--- config.mk ---
export PLATFORM = sky130hd
export DESIGN_NAME = noc_mem_arbiter
export DESIGN_NICKNAME = d
export VERILOG_FILES = /design/src/rtl/noc_mem_arbiter_pkg.sv /design/src/rtl/noc_mem_arbiter.sv
export SDC_FILE = /design/constraint.sdc
export NUM_CORES = 1
export LEC_CHECK = 0
export ABC_AREA = 1
export BUFFER_PORTS_ARGS = -buffer_cell sky130_fd_sc_hd__buf_2
export CORE_AREA = 10 10 99 101
export DETAILED_ROUTE_END_ITERATION = 7
export DIE_AREA = 0 0 109 111
export PLACE_DENSITY = 0.71
export RECOVER_POWER = 25
export SETUP_SLACK_MARGIN = 0.2
export SLEW_MARGIN = 20
export SYNTH_ARGS = -nofsm -noshare
export SYNTH_HDL_FRONTEND = slang
export SYNTH_SLANG_ARGS = --single-unit
--- constraint.sdc ---
create_clock -name clock_in -period 2 [get_ports clock_in]
set_input_delay 0.2 -clock clock_in [delete_from_list [all_inputs] [get_ports clock_in]]
set_output_delay 0.2 -clock clock_in [all_outputs]
set_load 0.01 [all_outputs]
--- src/rtl/noc_mem_arbiter_pkg.sv ---
// rtl/noc_mem_arbiter_pkg.sv - shared types for the CPU/NoC memory arbiter
package noc_mem_arbiter_pkg;

   typedef logic [31:0] memword;

   typedef enum logic [1:0] {
      IDLE,
      OWN0,
      OWN1
   } arb_state_t;

endpackage

--- src/rtl/noc_mem_arbiter.sv ---
// rtl/noc_mem_arbiter.sv - two-port (CPU, NoC DMA) memory arbiter with burst lock
// Grants are decoded combinationally from the current requests; read data returns one cycle later.
module noc_mem_arbiter
   import noc_mem_arbiter_pkg::*;
#(
   parameter int unsigned MAX_BURST = 8
) (
   input  logic             clock_in,
   input  logic             reset_in,
   input  logic [1:0]       req_in,
   input  logic [1:0]       lock_in,
   input  logic [1:0][3:0]  wb_in,
   input  memword [1:0]     addr_in,
   input  memword [1:0]     data_in,
   output logic [1:0]       gnt_out,
   output logic [1:0]       rvalid_out,
   output memword           rdata_out,
   output logic             mem_en_out,
   output memword           mem_addr_out,
   output memword           mem_data_out,
   output logic [3:0]       mem_wb_out,
   input  memword           mem_data_in
);

   localparam logic [7:0] MAX_CNT = 8'(MAX_BURST);

   arb_state_t state;
   logic       last_owner;
   logic [7:0] burst_cnt;
   logic [1:0] rvalid_q;

   logic       owner_valid;
   logic       owner;
   logic       keep;
   logic [1:0] gnt_c;
   logic       sel;

   assign owner_valid = (state != IDLE);
   assign owner       = (state == OWN1);
   assign keep        = owner_valid && req_in[owner] && lock_in[owner] && (burst_cnt < MAX_CNT);

   // A saturated burst falls through to round-robin, so the other port wins if it is asking.
   always_comb begin
      gnt_c = '0;
      if (keep)
         gnt_c[owner] = 1'b1;
      else if (&req_in)
         gnt_c[~last_owner] = 1'b1;
      else
         gnt_c = req_in;
   end

   assign gnt_out      = reset_in ? gnt_c : 2'b00;
   assign sel          = gnt_out[1];
   assign mem_en_out   = |gnt_out;
   assign mem_addr_out = mem_en_out ? addr_in[sel] : '0;
   assign mem_data_out = mem_en_out ? data_in[sel] : '0;
   assign mem_wb_out   = mem_en_out ? wb_in[sel]   : 4'b0000;

   always_ff @(posedge clock_in or negedge reset_in) begin
      if (!reset_in) begin
         state      <= IDLE;
         last_owner <= 1'b1;
         burst_cnt  <= 8'd0;
         rvalid_q   <= 2'b00;
      end else begin
         rvalid_q <= gnt_out & {2{wb_in[sel] == 4'b0000}};
         if (mem_en_out) begin
            state      <= sel ? OWN1 : OWN0;
            last_owner <= sel;
            if (owner_valid && (owner == sel))
               burst_cnt <= (burst_cnt < MAX_CNT) ? burst_cnt + 8'd1 : burst_cnt;
            else
               burst_cnt <= 8'd1;
         end else begin
            state     <= IDLE;
            burst_cnt <= 8'd0;
         end
      end
   end

   assign rvalid_out = rvalid_q;
   assign rdata_out  = (|rvalid_q) ? mem_data_in : '0;

endmodule

==> results.ini <==
[power]
p_leak_nw = 2.705
peakVddDrop_uv = 188.3
p_per_area_mw_per_mm2 = 479.0
power_mw = 2.158

[synth]
synth.area.top_cells = nand2_1, a21oi_2, dfrtp_1, nor2_1, inv_1
synthFlopType = dfrtp_1
synth_fp_nets = 547
synth_edf_count = 0
synthMuxAreaShare_pct = 0
syn-instance-count = 372
avgSynthCellArea_sq_um = 5.745
synth_warnings = 0
synth_xor_area_share_pct = 1.230
synth-adder-area-share_pct = 0.5855
yosys.area.top_type = nand2_1
syn_area_sq_mm = 0.002137
synth_compound_area_share_pct = 24.41
synth-seq-cells = 13
synth_cell_types = 26
async_flop_share_pct = 100.0
yosysSeqAreaShare_pct = 15.28
synth_top_area_share_pct = 24.94
yosys.cell_count.top_type = nand2_1
synth_common_cells = nand2_1, nor2_1, inv_1, a21oi_2, a21oi_1
synthSimpleGateAreaFrac_pct = 42.74
synth_top_family_by_area = simple AND/OR/NAND/NOR gates

[clocking]
cts_max_level = 1
clk_latency_ns = 0.25
cts.sinks = 13
root_buffer = clkbuf_8
clockBufferDepth = 2
cts_tree = yes
numCtsBuffers = 3
clk_pin_slew_ns = 0.06

[floorplan]
core_sq_mm = 0.007969
start_util_pct = 26.82
die_h_microns = 111
io_pins = 279
rows = 33
die_w_microns = 109
die_area_sq_mm = 0.01210

[critical_path]
arrival_ns = 2.07
r2r-end = burst_cnt[5]$_DFFE_PN0P_
crit_path_end = mem_data_out[10]
reg2reg_slack_ns = -0.11
cpMaxStageDelayCell = dfrtp_1
path_cells = nor2_2 > nand2_2 > nor2_8 > nand3_4 > nand2_4 > nand2_4 > nor2_4 > buf_12 > buf_12 > nand2_1 > a21oi_4 > buf_6
worstPathRequired_ns = 1.80
worst-setup-path-type = reg2out
cpPeakStageDelay_ns = 0.39
reg2reg_depth = 13
critPathMaxFanout = 7
cp-start-kind = flop
reg2reg_from = burst_cnt[5]$_DFFE_PN0P_
endpoint_kind = output port
critPathLaunch = burst_cnt[5]$_DFFE_PN0P_

[layout]
drive_above_1_share_pct = 65.23
antennaDiodeCount = 0
utilization_pct = 56.52
layoutNonFillerInstCount = 778
fillers = 751
area_growth_syn_to_layout_pct = 110.8
postLayoutCellArea_sq_mm = 0.004504
nNetsFinal = 849

[drt]
drt_pass1_iterations = 4
wl_per_cell_microns = 17.80
wl_mm = 13.85
drc = 0
drt_iter0_markers = 210
ant_nets = 0
post_drt_via_cell_ratio = 4.677
num_vias = 3639

[global_routing]
grt_usage_pct = 19.43
grt_pass1_wl_mm = 19.13
antenna_found_initial = 1
grt_max_degree = 53
grt_pass1_vias = 3744
grt-ovfl-total = 0

[run]
cap_violations = 0

[timing]
finalCritPeriodShare_pct = 113.7
finalMaxSlewViolations = 0
setup_slack_ns = -0.2731
holdWs_ns = 0.03053
rsz0062_at_grt = true
setup_viol = 75
worstMarginPinSlew_ns = 0.2862
skew_ns = 0.002052
hold_viol = 0
max_freq_mhz = 439.9
slew_headroom_pct = 80.92
period_needed_ns = 2.273

[placement]
dpl.hpwl_mm = 10.59
port_buffers = 278
gp_congestion = 1.040
dp.cells = 745
place_area_sq_mm = 0.003746

[min_path]
hold_class = in2async

[status]
violations = setup timing
status = complete, but fails checks

## final cells by class
cell class,count,area (sq um),share of cell area (%)
clock buffers,4,45.04,1.000
inverters,45,186.4,4.139
multi-input cells,289,1747,38.78
flip-flops and latches,13,327.8,7.278
well taps,105,131.4,2.917
repair buffers,322,2067,45.89
## through the flow
| stage | setup WS [ns] | setup TNS (ns) |
|---|---|---|
| 3_3_place_gp | 0.08614 | 0 |
| 3_5_place_dp | 0.02517 | 0 |
| 5_1_grt | -0.3755 | -23.33 |
| 4_1_cts | -0.2268 | -13.21 |
| 6_report | -0.2731 | -14.88 |
| 2_1_floorplan | 0.1645 | 0 |
## sequential cells by signal, indices dropped and copies added, names as in the netlist
name and count:
burst_cnt 8, state 2, last_owner 1, rvalid_out 2
## critical path: cells and delay by family, from the launching register on
| family | cells | cell delay, ns |
|---|---|---|
| AOI/OAI and AO/OA | 1 | 0.16 |
| and+or+nand+nor | 8 | 0.84 |
| buffers and inverters | 3 | 0.42 |
| DFF | 1 | 0.39 |
## where the power goes
| group | leakage (nW) | switching, mW | internal (mW) |
|---|---|---|---|
| Sequential | 0.173 | 0.0125 | 0.284 |
| Combinational | 2.51 | 0.844 | 0.772 |
| Clock | 0.0228 | 0.104 | 0.141 |
## layout by cell type (no fill, tap or decap), types with 2 or more instances in the layout
cell type / n
a22o_1: 3
buf_2: 271
buf_4: 22
nand2_2: 20
nor2_4: 2
a21oi_2: 62
a21oi_4: 3
nand2_4: 12
nand3_1: 3
nand2_1: 117
xor2_1: 3
clkbuf_8: 3
nor2_1: 41
bufbuf_16: 4
a21oi_1: 2
buf_16: 2
nand3_2: 3
buf_6: 12
buf_12: 7
clkbuf_16: 3
nor2_2: 3
nand3_4: 2
inv_1: 42
nand4_1: 8
dfrtp_1: 11
## layer usage
layer  track usage (%)  routed length [microns]
met1             19.84                     4693
met2             34.41                     6930
met3             8.372                     1968
met4             5.981                      239
met5                 0                       13
## worst min-delay path by stage
stage	endpoint	slack, ns	from
finish	last_owner$_DFFE_PN1P_	0.03	reset_in
global route	last_owner$_DFFE_PN1P_	0.04	reset_in
CTS	last_owner$_DFFE_PN1P_	0.02	reset_in
detailed placement	state[1]$_DFF_PN0_	0.07	reset_in
global placement	state[1]$_DFF_PN0_	0.07	reset_in
floorplan	burst_cnt[0]$_DFFE_PN0P_	-0.1	reset_in
## cells by family after synthesis
logic type / after synthesis
AND/OR/NAND/NOR: 213
AO/OA/AOI/OAI: 72
XOR/XNOR: 3
flip-flops: 13
adder cells (fa/ha/maj): 1
buffers and inverters: 70
## repair_timing
item | CTS | global route
pin swaps | 1 | 10
hold buffers | 1 | 0
resized for setup | 24 | 52
hold endpoints to repair | 2 | 0
cloned | 6 | 4
setup buffers | 10 | 8
setup endpoints to repair | 79 | 81
No activity file was read; power rests on OpenSTA's default activity.
